`config.mk`:
```
export PLATFORM = sky130hd
export DESIGN_NAME = mac_accumulator
export DESIGN_NICKNAME = d
export VERILOG_FILES = /design/src/rtl/mac_pkg.sv /design/src/rtl/sideband_delay.sv /design/src/rtl/mac_accumulator.sv
export SDC_FILE = /design/constraint.sdc
export NUM_CORES = 1
export LEC_CHECK = 0
export ABC_AREA = 1
export CAP_MARGIN = 40
export CORE_UTILIZATION = 55
export DETAILED_ROUTE_END_ITERATION = 6
export GPL_TIMING_DRIVEN = 0
export PLACE_DENSITY = 0.79
export SLEW_MARGIN = 15
export SYNTH_ARGS = -nofsm -noshare
export SYNTH_HDL_FRONTEND = slang
export SYNTH_SLANG_ARGS = --single-unit
```
`constraint.sdc`:
```
create_clock -name sys_clk -period 4.9 [get_ports sys_clk]
set_input_delay 1.225 -clock sys_clk [delete_from_list [all_inputs] [get_ports sys_clk]]
set_output_delay 1.225 -clock sys_clk [all_outputs]
set_load 0.01 [all_outputs]
```
`src/rtl/mac_pkg.sv`:
```
// Shared constants for the FP16 MAC accumulate stage: default widths and latency,
// and the bit positions of the per-beat sideband flags.
package mac_pkg;

  localparam int unsigned MulLatDefault = 4;
  localparam int unsigned AccWDefault   = 24;
  localparam int unsigned CntWDefault   = 8;
  localparam int unsigned ProdW         = 16;

  // Sideband flags travel as one vector through the delay line.
  localparam int unsigned SbValid = 0;
  localparam int unsigned SbFirst = 1;
  localparam int unsigned SbLast  = 2;
  localparam int unsigned SbWidth = 3;

endpackage

```
`src/rtl/sideband_delay.sv`:
```
// Enabled shift register that carries per-beat flags alongside the multiplier
// pipeline. It has a synchronous reset and holds its contents when en_i is low.
module sideband_delay #(
  parameter int unsigned WIDTH = 3,
  parameter int unsigned DEPTH = 4
) (
  input  logic             clk_i,
  input  logic             rst_i,
  input  logic             en_i,
  input  logic [WIDTH-1:0] d_i,
  output logic [WIDTH-1:0] q_o
);

  logic [DEPTH-1:0][WIDTH-1:0] stage_q, stage_d;

  assign stage_d[0] = en_i ? d_i : stage_q[0];

  for (genvar g = 1; g < DEPTH; g++) begin : g_shift
    assign stage_d[g] = en_i ? stage_q[g-1] : stage_q[g];
  end

  always_ff @(posedge clk_i) begin
    if (rst_i) begin
      stage_q <= '0;
    end else begin
      stage_q <= stage_d;
    end
  end

  assign q_o = stage_q[DEPTH-1];

endmodule

```
`src/rtl/mac_accumulator.sv`:
```
// Accumulates aligned multiplier products per vector into a saturating accumulator,
// emits one result per vector over valid/ready, and owns the MAC pipeline freeze.
module mac_accumulator
  import mac_pkg::*;
#(
  parameter int unsigned MUL_LAT = MulLatDefault,
  parameter int unsigned ACC_W   = AccWDefault,
  parameter int unsigned CNT_W   = CntWDefault
) (
  input  logic             sys_clk,
  input  logic             rst,
  input  logic             en,
  input  logic             in_valid,
  input  logic             in_first,
  input  logic             in_last,
  input  logic [ProdW-1:0] prod_in,
  output logic             pipe_en,
  output logic             out_valid,
  input  logic             out_ready,
  output logic [ACC_W-1:0] out_data,
  output logic [CNT_W-1:0] out_count,
  output logic             out_sat
);

  logic [SbWidth-1:0] sb_in, sb_al;
  logic               d_valid, d_first, d_last, beat;

  logic [ACC_W-1:0]   acc_q, acc_d, acc_nx, acc_base;
  logic [ACC_W:0]     sum, prod_ext;
  logic [CNT_W-1:0]   cnt_q, cnt_d, cnt_nx;
  logic               sat_q, sat_d, sat_nx;

  logic               out_valid_q, out_valid_d;
  logic [ACC_W-1:0]   out_data_q, out_data_d;
  logic [CNT_W-1:0]   out_count_q, out_count_d;
  logic               out_sat_q, out_sat_d;

  // A pending, unaccepted result freezes the multiplier, the delay line and the accumulator.
  assign pipe_en = en & ~(out_valid_q & ~out_ready);

  always_comb begin
    sb_in          = '0;
    sb_in[SbValid] = in_valid;
    sb_in[SbFirst] = in_valid & in_first;
    sb_in[SbLast]  = in_valid & in_last;
  end

  sideband_delay #(
    .WIDTH (SbWidth),
    .DEPTH (MUL_LAT)
  ) u_sideband_delay (
    .clk_i (sys_clk),
    .rst_i (rst),
    .en_i  (pipe_en),
    .d_i   (sb_in),
    .q_o   (sb_al)
  );

  assign d_valid  = sb_al[SbValid];
  assign d_first  = sb_al[SbFirst];
  assign d_last   = sb_al[SbLast];
  assign beat     = pipe_en & d_valid;
  assign prod_ext = {{(ACC_W + 1 - ProdW){1'b0}}, prod_in};

  always_comb begin
    acc_base = d_first ? '0 : acc_q;
    sum      = {1'b0, acc_base} + prod_ext;
    acc_nx   = sum[ACC_W] ? '1 : sum[ACC_W-1:0];
    sat_nx   = (~d_first & sat_q) | sum[ACC_W];
    if (d_first) begin
      cnt_nx = CNT_W'(1);
    end else if (&cnt_q) begin
      cnt_nx = cnt_q;
    end else begin
      cnt_nx = cnt_q + CNT_W'(1);
    end
  end

  always_comb begin
    acc_d       = acc_q;
    cnt_d       = cnt_q;
    sat_d       = sat_q;
    out_valid_d = out_valid_q & ~out_ready;
    out_data_d  = out_data_q;
    out_count_d = out_count_q;
    out_sat_d   = out_sat_q;
    if (beat) begin
      if (d_last) begin
        // Can coincide with the handshake of the previous result; pipe_en is high then.
        out_valid_d = 1'b1;
        out_data_d  = acc_nx;
        out_count_d = cnt_nx;
        out_sat_d   = sat_nx;
        acc_d       = '0;
        cnt_d       = '0;
        sat_d       = 1'b0;
      end else begin
        acc_d = acc_nx;
        cnt_d = cnt_nx;
        sat_d = sat_nx;
      end
    end
  end

  always_ff @(posedge sys_clk) begin
    if (rst) begin
      acc_q       <= '0;
      cnt_q       <= '0;
      sat_q       <= 1'b0;
      out_valid_q <= 1'b0;
      out_data_q  <= '0;
      out_count_q <= '0;
      out_sat_q   <= 1'b0;
    end else begin
      acc_q       <= acc_d;
      cnt_q       <= cnt_d;
      sat_q       <= sat_d;
      out_valid_q <= out_valid_d;
      out_data_q  <= out_data_d;
      out_count_q <= out_count_d;
      out_sat_q   <= out_sat_d;
    end
  end

  assign out_valid = out_valid_q;
  assign out_data  = out_data_q;
  assign out_count = out_count_q;
  assign out_sat   = out_sat_q;

endmodule

```
==> impl_metrics.prom, run 1 <==
# TYPE chip_impl_metric gauge
chip_impl_metric{name="die_w",unit="µm"} 94.5
chip_impl_metric{name="buffer_ports.inserted",unit=""} 57
chip_impl_metric{name="maxCapViolations",unit=""} 0
chip_impl_info{name="crit_path_start_kind",value="input pin"} 1
chip_impl_info{name="unrepaired_setup_endpoints_after_global_routing",value="false"} 1
chip_impl_metric{name="grt_pass1_wl",unit="µm"} 20600
chip_impl_info{name="layout_common_cells",value="sky130_fd_sc_hd__nand2_1, sky130_fd_sc_hd__inv_1, sky130_fd_sc_hd__nor2_1, sky130_fd_sc_hd__dfxtp_1, sky130_fd_sc_hd__clkdlybuf4s50_1"} 1
chip_impl_metric{name="routed_wirelength",unit="µm"} 12700
chip_impl_metric{name="hold-path-cell-count",unit=""} 2
chip_impl_metric{name="placed_instance_area",unit="µm²"} 5410
chip_impl_metric{name="post_cts.resized_instances",unit=""} 0
chip_impl_metric{name="synth_seq_cells",unit=""} 79
chip_impl_metric{name="dp.final_hpwl",unit="µm"} 9930
chip_impl_metric{name="postLayoutCellArea",unit="µm²"} 5650
chip_impl_metric{name="max_slew_margin",unit="%"} 59.8
chip_impl_metric{name="postSynthNetCount",unit=""} 768
chip_impl_metric{name="setup_tns",unit="ns"} 0
chip_impl_metric{name="die-area",unit="µm²"} 8930
chip_impl_info{name="endpoint_kind",value="output pin"} 1
chip_impl_metric{name="global_route.overflow_total",unit=""} 0
chip_impl_metric{name="postCtsSetupRepairBufs",unit=""} 0
chip_impl_metric{name="initial_utilization",unit="%"} 57.0
chip_impl_metric{name="syn-cell-area",unit="µm²"} 4710
chip_impl_metric{name="post-place-ws",unit="ns"} 0.682
chip_impl_metric{name="via_count_normalized_by_instance_count",unit=""} 5.28
chip_impl_metric{name="post_synth_inst_count",unit=""} 727
chip_impl_metric{name="vias_post_dr",unit=""} 4779
chip_impl_metric{name="cts_inserted_buffers",unit=""} 9
chip_impl_info{name="hold_path_class",value="reg -> reg"} 1
chip_impl_metric{name="worst_ir_drop_vdd",unit="mV"} 0.232
chip_impl_metric{name="timing.critical_path.arrival",unit="ns"} 3.01
chip_impl_metric{name="ctsHoldBuffers",unit=""} 0
chip_impl_metric{name="worst-slew-pin-transition",unit="ns"} 0.603
chip_impl_metric{name="layout.nets",unit=""} 836
chip_impl_metric{name="place_congestion",unit=""} 0.931
chip_impl_metric{name="placementRows",unit=""} 33
chip_impl_metric{name="drive_gt1_share",unit="%"} 7.50
chip_impl_metric{name="fin_crit_sh",unit="%"} 86.5
chip_impl_metric{name="inst_count_dp",unit=""} 889
chip_impl_metric{name="avgSynthCellArea",unit="µm²"} 6.48
chip_impl_metric{name="grt.total_usage",unit="%"} 29.9
chip_impl_metric{name="drtIter0Drc",unit=""} 250
chip_impl_info{name="r2r-start",value="u_sideband_delay.q_o[1]"} 1
chip_impl_metric{name="area_growth_syn_to_layout",unit="%"} 20.0
chip_impl_info{name="leading_cell_type_in_the_layout_fill_and_taps_excluded",value="sky130_fd_sc_hd__nand2_1"} 1
chip_impl_metric{name="setup_violations_final",unit=""} 0
chip_impl_metric{name="reg2reg_setup_slack",unit="ns"} 1.42
chip_impl_metric{name="cts.sinks",unit=""} 79
chip_impl_metric{name="ant_nets",unit=""} 0
chip_impl_info{name="cpMaxStageDelayCell",value="sky130_fd_sc_hd__clkdlybuf4s50_1"} 1
chip_impl_metric{name="number_of_unique_standard_cell_types_used_by_synthesis",unit=""} 34
chip_impl_metric{name="worstPathMaxFanout",unit=""} 10
chip_impl_metric{name="synth_sequential_area_ratio",unit="%"} 33.6
chip_impl_metric{name="clock-skew-final",unit="ns"} 0.0112
chip_impl_metric{name="routed_wire_length_per_instance",unit="µm"} 14.0
chip_impl_info{name="worstPathCellList",value="clkdlybuf4s50_1, inv_1, nand2_1, nand2_1, inv_2, clkbuf_1, clkdlybuf4s50_1"} 1
chip_impl_metric{name="finalCriticalPeriod",unit="ns"} 4.24
chip_impl_info{name="clock_tree.root_cell",value="sky130_fd_sc_hd__clkbuf_8"} 1
chip_impl_metric{name="r2r_cells",unit=""} 16
chip_impl_metric{name="final_critical_path_setup_slack",unit="ns"} 0.663
chip_impl_metric{name="clk_path_buf_depth",unit=""} 2
chip_impl_metric{name="finish.utilization",unit="%"} 68.4
chip_impl_info{name="synthDominantAreaCellType",value="sky130_fd_sc_hd__dfxtp_1"} 1
chip_impl_metric{name="finalHoldViolCount",unit=""} 0
chip_impl_metric{name="layoutNonFillerInstCount",unit=""} 905
chip_impl_metric{name="grt_start_max_net_pins",unit=""} 14
chip_impl_metric{name="clock_edge_transition_at_the_registers_on_the_reported_setup_and_hold_paths",unit="ns"} 0.08
chip_impl_metric{name="first_global_vias",unit=""} 4400
chip_impl_metric{name="cts_h_tree_depth",unit=""} 3
chip_impl_metric{name="io_pins",unit=""} 58
chip_impl_metric{name="critical-path-max-stage-delay",unit="ns"} 0.61
chip_impl_metric{name="powerDensity",unit="nW/µm²"} 250
chip_impl_metric{name="power.leakage",unit="nW"} 2.59
chip_impl_metric{name="antenna_cells",unit=""} 0
chip_impl_metric{name="maxSlewViolCount",unit=""} 0
chip_impl_metric{name="synth_top_area_share",unit="%"} 33.6
chip_impl_info{name="status",value="finished clean"} 1
chip_impl_info{name="reg2reg_to",value="out_data[17]"} 1
chip_impl_info{name="critPathKind",value="in -> out"} 1
chip_impl_info{name="synthTopCellsByArea",value="sky130_fd_sc_hd__dfxtp_1, sky130_fd_sc_hd__nand2_1, sky130_fd_sc_hd__inv_1, sky130_fd_sc_hd__nor2_1, sky130_fd_sc_hd__a21oi_1"} 1
chip_impl_metric{name="core",unit="µm²"} 8260
chip_impl_metric{name="post-route-drc-count",unit=""} 0
chip_impl_metric{name="drtPass1Iterations",unit=""} 5
chip_impl_metric{name="die_height",unit="µm"} 94.5
chip_impl_metric{name="required",unit="ns"} 3.67
chip_impl_metric{name="max_freq",unit="MHz"} 236
chip_impl_info{name="whs_endpoint",value="u_sideband_delay.stage_q[0]"} 1
chip_impl_metric{name="clk-insertion-delay-late",unit="ns"} 0.35
chip_impl_metric{name="antenna_found_initial",unit=""} 0
chip_impl_metric{name="ys_warn_count",unit=""} 0
chip_impl_info{name="cts_tree",value="yes"} 1
chip_impl_info{name="timing.hold.worst.start",value="u_sideband_delay.stage_q[0]"} 1
==> worst max-delay path, delay by kind of cell <==
kind,cells,cell delay (ns)
simple gates,2,0.21
buf+inv,5,1.57
==> where the power goes <==
part	total [W]	switching, W	internal [W]
registers	0.000663	0.00000763	0.000655
clock network	0.000574	0.000235	0.000340
logic	0.000172	0.000105	0.0000666
total	0.00141	0.000348	0.00106
==> per-layer routing <==
layer  up-vias  track usage (%)  share of wire [%]  wire length, µm
li1       2452                -                  -                -
met4         0             9.34                1.7              214
met1      2168             38.1                 45             5680
met3        17             5.23                5.8              738
met2       142             51.1                 48             6080
met5         -                0                  0                0
==> metrics by stage <==
| stage | total power [W] | hold WS, ns |
|---|---|---|
| after floorplan | 0.000784 | 0.442 |
| after global placement | 0.000845 | 0.449 |
| after detailed placement | 0.000848 | 0.453 |
| after CTS | 0.00141 | 0.466 |
| after global routing | 0.00147 | 0.485 |
| final | 0.00141 | 0.464 |
==> worst max-delay path by stage <==
| stage | endpoint | start | depth (start not counted) |
|---|---|---|---|
| final | pipe_en | out_ready | 7 |
| after global routing | pipe_en | out_ready | 7 |
| after CTS | pipe_en | out_ready | 7 |
| after detailed placement | pipe_en | out_ready | 7 |
| after global placement | pipe_en | out_ready | 7 |
| after floorplan | pipe_en | out_ready | 5 |
==> flip-flops by register name, summed over array words and instances, names as in the netlist <==
name,count
out_count,8
out_data,24
cnt_q,8
sat_q,1
out_sat,1
out_valid,1
u_sideband_delay.stage_q,9
u_sideband_delay.q_o,3
acc_q,24
==> synth_stat cells (all sizes together) <==
cell type,n
a21o,2
a21oi,61
a31oi,3
and2,2
buf,9
clkbuf,19
dfxtp,79
fa,1
ha,17
inv,98
nand2,197
nand3,47
nand3b,3
nand4,6
nor2,90
nor3,6
nor4,1
o21ai,55
o21bai,12
o22ai,1
or2,6
xnor2,2
xor2,10
==> layout make-up <==
class,count,area [µm²]
Buffer,28,136
Clock buffer,11,131
Clock inverter,5,106
Fill cell,772,2610
Inverter,98,368
Multi-Input combinational cell,522,2620
Sequential cell,79,1580
Tap cell,105,131
Timing Repair Buffer,57,571
==> cell families (layout without fill, tap and decap cells) <==
kind of cell               after synthesis  count (layout)  synth area share [%]
and+or+nand+nor                        358             358                  32.9
adders and majority gates               18              18                  4.94
AOI/OAI and AO/OA                      134             134                  15.7
DFF                                     79              79                  33.6
buffers and inverters                  126             199                  10.7
xor gates and xnor gates                12              12                  2.23
Note: power is estimated with default switching activity, not from simulation.
==> inputs of run 2 (changes only) <==
--- a/config.mk
+++ b/config.mk
@@ -6,11 +6,11 @@
 export NUM_CORES = 1
 export LEC_CHECK = 0
 export ABC_AREA = 1
-export CAP_MARGIN = 40
+export ABC_CLOCK_PERIOD_IN_PS = 4900
 export CORE_UTILIZATION = 55
 export DETAILED_ROUTE_END_ITERATION = 6
 export GPL_TIMING_DRIVEN = 0
-export PLACE_DENSITY = 0.79
+export PLACE_DENSITY_LB_ADDON = 0.15
 export SLEW_MARGIN = 15
 export SYNTH_ARGS = -nofsm -noshare
 export SYNTH_HDL_FRONTEND = slang
==> impl_metrics.prom, run 2 (synthesized netlist as in run 1, its figures left out) <==
# TYPE chip_impl_metric gauge
chip_impl_metric{name="vias_post_dr",unit=""} 4794
chip_impl_metric{name="cts_inserted_buffers",unit=""} 9
chip_impl_metric{name="area_growth_syn_to_layout",unit="%"} 19.3
chip_impl_metric{name="postCtsSetupRepairBufs",unit=""} 0
chip_impl_metric{name="post-route-drc-count",unit=""} 0
chip_impl_metric{name="switching_fraction",unit="%"} 25.6
chip_impl_metric{name="global_route.overflow_total",unit=""} 0
chip_impl_metric{name="worst_ir_drop_vdd",unit="mV"} 0.203
chip_impl_metric{name="die_w",unit="µm"} 94.5
chip_impl_metric{name="max_slew_margin",unit="%"} 59.9
chip_impl_metric{name="core",unit="µm²"} 8260
chip_impl_info{name="critPathKind",value="in -> out"} 1
chip_impl_metric{name="worst-slew-pin-transition",unit="ns"} 0.602
chip_impl_metric{name="filler_instances",unit=""} 770
chip_impl_info{name="leading_cell_type_in_the_layout_fill_and_taps_excluded",value="sky130_fd_sc_hd__nand2_1"} 1
chip_impl_metric{name="setup_tns",unit="ns"} 0
chip_impl_metric{name="buffer_ports.inserted",unit=""} 57
chip_impl_info{name="clock_tree.root_cell",value="sky130_fd_sc_hd__clkbuf_8"} 1
chip_impl_metric{name="grt.total_usage",unit="%"} 29.7
chip_impl_metric{name="maxSlewViolCount",unit=""} 0
chip_impl_metric{name="pwr-share-clk",unit="%"} 38.3
chip_impl_metric{name="maxCapViolations",unit=""} 0
chip_impl_info{name="unrepaired_setup_endpoints_after_global_routing",value="false"} 1
chip_impl_metric{name="clk-insertion-delay-late",unit="ns"} 0.35
chip_impl_metric{name="cts.sinks",unit=""} 79
chip_impl_metric{name="antenna_found_initial",unit=""} 0
chip_impl_metric{name="die-area",unit="µm²"} 8930
chip_impl_info{name="hold_path_class",value="reg -> reg"} 1
chip_impl_metric{name="dp.final_hpwl",unit="µm"} 9940
chip_impl_metric{name="io_pins",unit=""} 58
chip_impl_metric{name="post_cts.resized_instances",unit=""} 0
chip_impl_metric{name="clock_edge_transition_at_the_registers_on_the_reported_setup_and_hold_paths",unit="ns"} 0.08
chip_impl_metric{name="drtIter0Drc",unit=""} 238
chip_impl_info{name="layout_common_cells",value="sky130_fd_sc_hd__nand2_1, sky130_fd_sc_hd__inv_1, sky130_fd_sc_hd__nor2_1, sky130_fd_sc_hd__dfxtp_1, sky130_fd_sc_hd__clkdlybuf4s50_1"} 1
chip_impl_metric{name="layoutNonFillerInstCount",unit=""} 904
chip_impl_metric{name="routed_wirelength",unit="µm"} 12700
chip_impl_metric{name="internal_power_contribution",unit="W"} 0.00101
chip_impl_info{name="status",value="finished clean"} 1
chip_impl_metric{name="place_congestion",unit=""} 0.913
chip_impl_metric{name="max_freq",unit="MHz"} 236
chip_impl_metric{name="multi_input_comb_area",unit="µm²"} 2620
chip_impl_metric{name="comb_power_share",unit="%"} 12.7
chip_impl_metric{name="power.net_switching",unit="W"} 0.000346
chip_impl_metric{name="die_height",unit="µm"} 94.5
chip_impl_metric{name="worstPathMaxFanout",unit=""} 10
chip_impl_metric{name="layout.nets",unit=""} 836
chip_impl_metric{name="inst_count_dp",unit=""} 889
chip_impl_metric{name="cts_h_tree_depth",unit=""} 3
chip_impl_metric{name="setup_violations_final",unit=""} 0
chip_impl_metric{name="antenna_cells",unit=""} 0
chip_impl_metric{name="drtPass1Iterations",unit=""} 5
chip_impl_metric{name="finish.utilization",unit="%"} 68.0
chip_impl_metric{name="initial_utilization",unit="%"} 57.0
chip_impl_info{name="crit_path_start_kind",value="input pin"} 1
chip_impl_info{name="endpoint_kind",value="output pin"} 1
chip_impl_metric{name="required",unit="ns"} 3.67
chip_impl_metric{name="timing.critical_path.arrival",unit="ns"} 3.02
chip_impl_metric{name="via_count_normalized_by_instance_count",unit=""} 5.30
chip_impl_metric{name="grt_pass1_wl",unit="µm"} 20600
chip_impl_metric{name="routed_wire_length_per_instance",unit="µm"} 14.0
chip_impl_metric{name="grt_start_max_net_pins",unit=""} 14
chip_impl_metric{name="power.leakage",unit="nW"} 2.58
chip_impl_info{name="cts_tree",value="yes"} 1
chip_impl_metric{name="ctsHoldBuffers",unit=""} 0
chip_impl_metric{name="finalHoldViolCount",unit=""} 0
chip_impl_metric{name="sequential_cell_area",unit="µm²"} 1580
chip_impl_metric{name="ant_nets",unit=""} 0
chip_impl_metric{name="placementRows",unit=""} 33
chip_impl_metric{name="clock-skew-final",unit="ns"} 0.00782
chip_impl_metric{name="fin_crit_sh",unit="%"} 86.5
chip_impl_metric{name="finalCriticalPeriod",unit="ns"} 4.24
chip_impl_metric{name="power.sequential.fraction",unit="%"} 49.0
chip_impl_metric{name="drive_gt1_share",unit="%"} 7.51
chip_impl_metric{name="powerDensity",unit="nW/µm²"} 241
chip_impl_metric{name="first_global_vias",unit=""} 4420
chip_impl_metric{name="clk_path_buf_depth",unit=""} 2
-- run 2: changes by cell type in the layout (fill, tap and decap cells not counted), sizes merged --
cell,delta
clkbuf,-1
inv,+1
bufinv,-1
-- run 2: path summary, 6_finish.rpt --
| kind | from | endpoint | slack, ns | cells after the start |
|---|---|---|---|---|
| max reg2reg | u_sideband_delay.q_o[1] | out_data[12] | 1.46 | 16 |
| min | u_sideband_delay.stage_q[2] | u_sideband_delay.stage_q[2] | 0.47 | 2 |
| min reg2reg | u_sideband_delay.stage_q[2] | u_sideband_delay.stage_q[2] | 0.47 | 2 |
| max | out_ready | pipe_en | 0.66 | 7 |
-- run 2: routing by layer --
| layer | GRT usage (%) | vias up | wire length (µm) |
|---|---|---|---|
| met4 | 7.83 | 0 | 194 |
| met3 | 5.07 | 17 | 696 |
| met1 | 38.9 | 2209 | 5720 |
| li1 | - | 2437 | - |
| met5 | 0 | - | 0 |
| met2 | 50.6 | 131 | 6060 |
-- run 2: critical path: stages --
cell and delay [ns]:
sky130_fd_sc_hd__clkdlybuf4s50_1 0.45, sky130_fd_sc_hd__inv_1 0.04, sky130_fd_sc_hd__nand2_1 0.06, sky130_fd_sc_hd__nand2_1 0.13
sky130_fd_sc_hd__inv_2 0.13, sky130_fd_sc_hd__clkbuf_1 0.36, sky130_fd_sc_hd__clkdlybuf4s50_1 0.62
-- run 2: stage by stage --
step                      setup WS [ns]  total power, W  hold WS (ns)  instance area [µm²]
after global routing              0.557         0.00140         0.489                 5620
after detailed placement          0.667        0.000848         0.457                 5410
after global placement            0.693        0.000845         0.449                 5410
final                             0.659         0.00135         0.470                 5620
after floorplan                    1.88        0.000784         0.442                 4710
after CTS                         0.663         0.00136         0.468                 5620
-- run 2: layout make-up --
| class | count | share of cell area (%) |
|---|---|---|
| Multi-Input combinational cell | 522 | 46.7 |
| Inverter | 98 | 6.55 |
| Tap cell | 105 | 2.34 |
| Clock inverter | 5 | 1.45 |
| Buffer | 28 | 2.43 |
| Sequential cell | 79 | 28.1 |
| Timing Repair Buffer | 57 | 10.2 |
| Clock buffer | 10 | 2.27 |
-- run 2: power groups by stage --
stage / Sequential, W / Clock, W / Combinational, W
CTS: 0.000663 / 0.000521 / 0.000172
global route: 0.000665 / 0.000545 / 0.000191
detailed placement: 0.000678 / 0 / 0.000170
floorplan: 0.000678 / 0 / 0.000106
global placement: 0.000677 / 0 / 0.000168
finish: 0.000663 / 0.000518 / 0.000172
==> inputs of run 3 (changes only) <==
--- a/config.mk
+++ b/config.mk
@@ -7,11 +7,11 @@
 export LEC_CHECK = 0
 export ABC_AREA = 1
 export ABC_CLOCK_PERIOD_IN_PS = 4900
-export CORE_UTILIZATION = 55
+export CORE_UTILIZATION = 47
 export DETAILED_ROUTE_END_ITERATION = 6
 export GPL_TIMING_DRIVEN = 0
 export PLACE_DENSITY_LB_ADDON = 0.15
-export SLEW_MARGIN = 15
+export SKIP_LAST_GASP = 1
 export SYNTH_ARGS = -nofsm -noshare
 export SYNTH_HDL_FRONTEND = slang
 export SYNTH_SLANG_ARGS = --single-unit
==> impl_metrics.prom, run 3 (synthesized netlist as in run 1, its figures left out) <==
# TYPE chip_impl_metric gauge
chip_impl_metric{name="grt_start_max_net_pins",unit=""} 14
chip_impl_metric{name="antenna_found_initial",unit=""} 0
chip_impl_metric{name="p_total",unit="W"} 0.00132
chip_impl_info{name="status",value="finished clean"} 1
chip_impl_metric{name="placementRows",unit=""} 36
chip_impl_metric{name="critical-path-max-stage-delay",unit="ns"} 0.62
chip_impl_metric{name="hold_slack",unit="ns"} 0.468
chip_impl_metric{name="io_pins",unit=""} 58
chip_impl_metric{name="buffer_ports.inserted",unit=""} 57
chip_impl_metric{name="fin_crit_sh",unit="%"} 86.3
chip_impl_metric{name="finalCriticalPeriod",unit="ns"} 4.23
chip_impl_metric{name="routed_wirelength",unit="µm"} 13200
chip_impl_info{name="endpoint_kind",value="output pin"} 1
chip_impl_metric{name="area_growth_syn_to_layout",unit="%"} 19.6
chip_impl_metric{name="antenna_cells",unit=""} 0
chip_impl_metric{name="clk_path_buf_depth",unit=""} 2
chip_impl_metric{name="power.leakage",unit="nW"} 2.57
chip_impl_metric{name="initial_utilization",unit="%"} 48.4
chip_impl_info{name="cpMaxStageDelayCell",value="sky130_fd_sc_hd__clkdlybuf4s50_1"} 1
chip_impl_metric{name="first_global_vias",unit=""} 4416
chip_impl_info{name="worstPathCellList",value="clkdlybuf4s50_1, inv_1, nand2_1, nand2_1, inv_2, clkbuf_1, clkdlybuf4s50_1"} 1
chip_impl_metric{name="die_height",unit="µm"} 102
chip_impl_metric{name="finalHoldViolCount",unit=""} 0
chip_impl_metric{name="worst-slew-pin-transition",unit="ns"} 0.621
chip_impl_metric{name="layout.nets",unit=""} 836
chip_impl_metric{name="via_count_normalized_by_instance_count",unit=""} 5.15
chip_impl_metric{name="powerDensity",unit="nW/µm²"} 234
chip_impl_metric{name="drtPass1Iterations",unit=""} 4
chip_impl_metric{name="post_cts.resized_instances",unit=""} 0
chip_impl_info{name="cts_tree",value="yes"} 1
chip_impl_metric{name="grt_pass1_wl",unit="µm"} 21400
chip_impl_metric{name="route.layer.met1.wl",unit="µm"} 6090
chip_impl_metric{name="worstPathMaxFanout",unit=""} 10
chip_impl_metric{name="routed-wl-met3",unit="µm"} 619
chip_impl_info{name="hold_path_class",value="reg -> reg"} 1
chip_impl_info{name="critPathKind",value="in -> out"} 1
chip_impl_metric{name="reg2reg_setup_slack",unit="ns"} 1.38
chip_impl_info{name="whs_endpoint",value="sat_q"} 1
chip_impl_info{name="top_signal_layer_used",value="met4"} 1
chip_impl_metric{name="cts.sinks",unit=""} 79
chip_impl_metric{name="max_slew_margin",unit="%"} 58.6
chip_impl_info{name="timing.hold.worst.start",value="sat_q"} 1
chip_impl_info{name="leading_cell_type_in_the_layout_fill_and_taps_excluded",value="sky130_fd_sc_hd__nand2_1"} 1
chip_impl_metric{name="clock_edge_transition_at_the_registers_on_the_reported_setup_and_hold_paths",unit="ns"} 0.08
chip_impl_metric{name="met2RoutedLength",unit="µm"} 6220
chip_impl_info{name="reg2reg_to",value="out_data[12]"} 1
chip_impl_info{name="crit_path_start_kind",value="input pin"} 1
chip_impl_metric{name="core",unit="µm²"} 9730
chip_impl_metric{name="setup_tns",unit="ns"} 0
chip_impl_info{name="unrepaired_setup_endpoints_after_global_routing",value="false"} 1
chip_impl_metric{name="post-route-drc-count",unit=""} 0
chip_impl_metric{name="clk-insertion-delay-late",unit="ns"} 0.35
chip_impl_metric{name="maxSlewViolCount",unit=""} 0
chip_impl_metric{name="vias_post_dr",unit=""} 4808
chip_impl_metric{name="grt.total_usage",unit="%"} 26.7
chip_impl_metric{name="r2r_cells",unit=""} 16
chip_impl_metric{name="place_congestion",unit=""} 0.973
chip_impl_metric{name="dp.final_hpwl",unit="µm"} 10300
chip_impl_metric{name="ant_nets",unit=""} 0
chip_impl_metric{name="die-area",unit="µm²"} 10400
chip_impl_metric{name="hold-path-cell-count",unit=""} 2
chip_impl_metric{name="ctsHoldBuffers",unit=""} 0
chip_impl_metric{name="maxCapViolations",unit=""} 0
chip_impl_metric{name="drtIter0Drc",unit=""} 189
chip_impl_metric{name="worst_ir_drop_vdd",unit="mV"} 0.177
chip_impl_metric{name="global_route.overflow_total",unit=""} 0
chip_impl_info{name="layout_common_cells",value="sky130_fd_sc_hd__nand2_1, sky130_fd_sc_hd__inv_1, sky130_fd_sc_hd__nor2_1, sky130_fd_sc_hd__dfxtp_1, sky130_fd_sc_hd__clkdlybuf4s50_1"} 1
chip_impl_metric{name="clock-skew-final",unit="ns"} 0.0167
chip_impl_metric{name="routed_wire_length_per_instance",unit="µm"} 14.1
chip_impl_metric{name="cts_inserted_buffers",unit=""} 9
chip_impl_info{name="clock_tree.root_cell",value="sky130_fd_sc_hd__clkbuf_8"} 1
chip_impl_metric{name="setup_violations_final",unit=""} 0
chip_impl_info{name="r2r-start",value="u_sideband_delay.q_o[1]"} 1
chip_impl_metric{name="drive_gt1_share",unit="%"} 7.50
chip_impl_metric{name="filler_instances",unit=""} 1000
chip_impl_metric{name="die_w",unit="µm"} 102
chip_impl_metric{name="postCtsSetupRepairBufs",unit=""} 0
chip_impl_metric{name="cts_h_tree_depth",unit=""} 3
chip_impl_metric{name="finish.utilization",unit="%"} 57.9
chip_impl_metric{name="required",unit="ns"} 3.67
chip_impl_metric{name="timing.critical_path.arrival",unit="ns"} 3.01
chip_impl_metric{name="max_freq",unit="MHz"} 236
[run 3: layer usage]
metal,track usage (%),up-vias
li1,-,2443
met4,7.25,0
met3,4.79,20
met5,0,-
met1,35.5,2220
met2,44.6,125
[run 3: worst max-delay path: cells and delay by family]
kind	cells	cell delay [ns]
buf+inv	5	1.58
simple gates	2	0.19
[run 3: layout make-up]
class                           count  area (µm²)  area share [%]
Tap cell                          133         166            2.95
Sequential cell                    79        1580            28.1
Buffer                             28         136            2.42
Clock buffer                       11         131            2.33
Timing Repair Buffer               57         571            10.1
Multi-Input combinational cell    522        2620            46.6
Inverter                           98         368            6.53
Clock inverter                      5        56.3            1.00
[run 3: how the worst max path moves through the flow]
stage               depth (start not counted)  slack [ns]       from      end
detailed placement                          7        0.66  out_ready  pipe_en
global placement                            7        0.68  out_ready  pipe_en
global route                                7        0.56  out_ready  pipe_en
CTS                                         7        0.66  out_ready  pipe_en
floorplan                                   5        1.88  out_ready  pipe_en
finish                                      7        0.67  out_ready  pipe_en
[run 3: through the flow]
stage	area, µm²	setup WS (ns)	instances
3_3_place_gp	5450	0.681	917
6_report	5630	0.669	933
4_1_cts	5630	0.665	933
3_5_place_dp	5450	0.664	917
5_1_grt	5630	0.560	933
2_1_floorplan	4710	1.88	727
[run 3: power breakdown]
group	total (W)	internal (W)	switching, W
Sequential	0.000663	0.000655	0.00000741
Combinational	0.000173	0.0000666	0.000107
Clock	0.000483	0.000236	0.000247
Total	0.00132	0.000958	0.000361
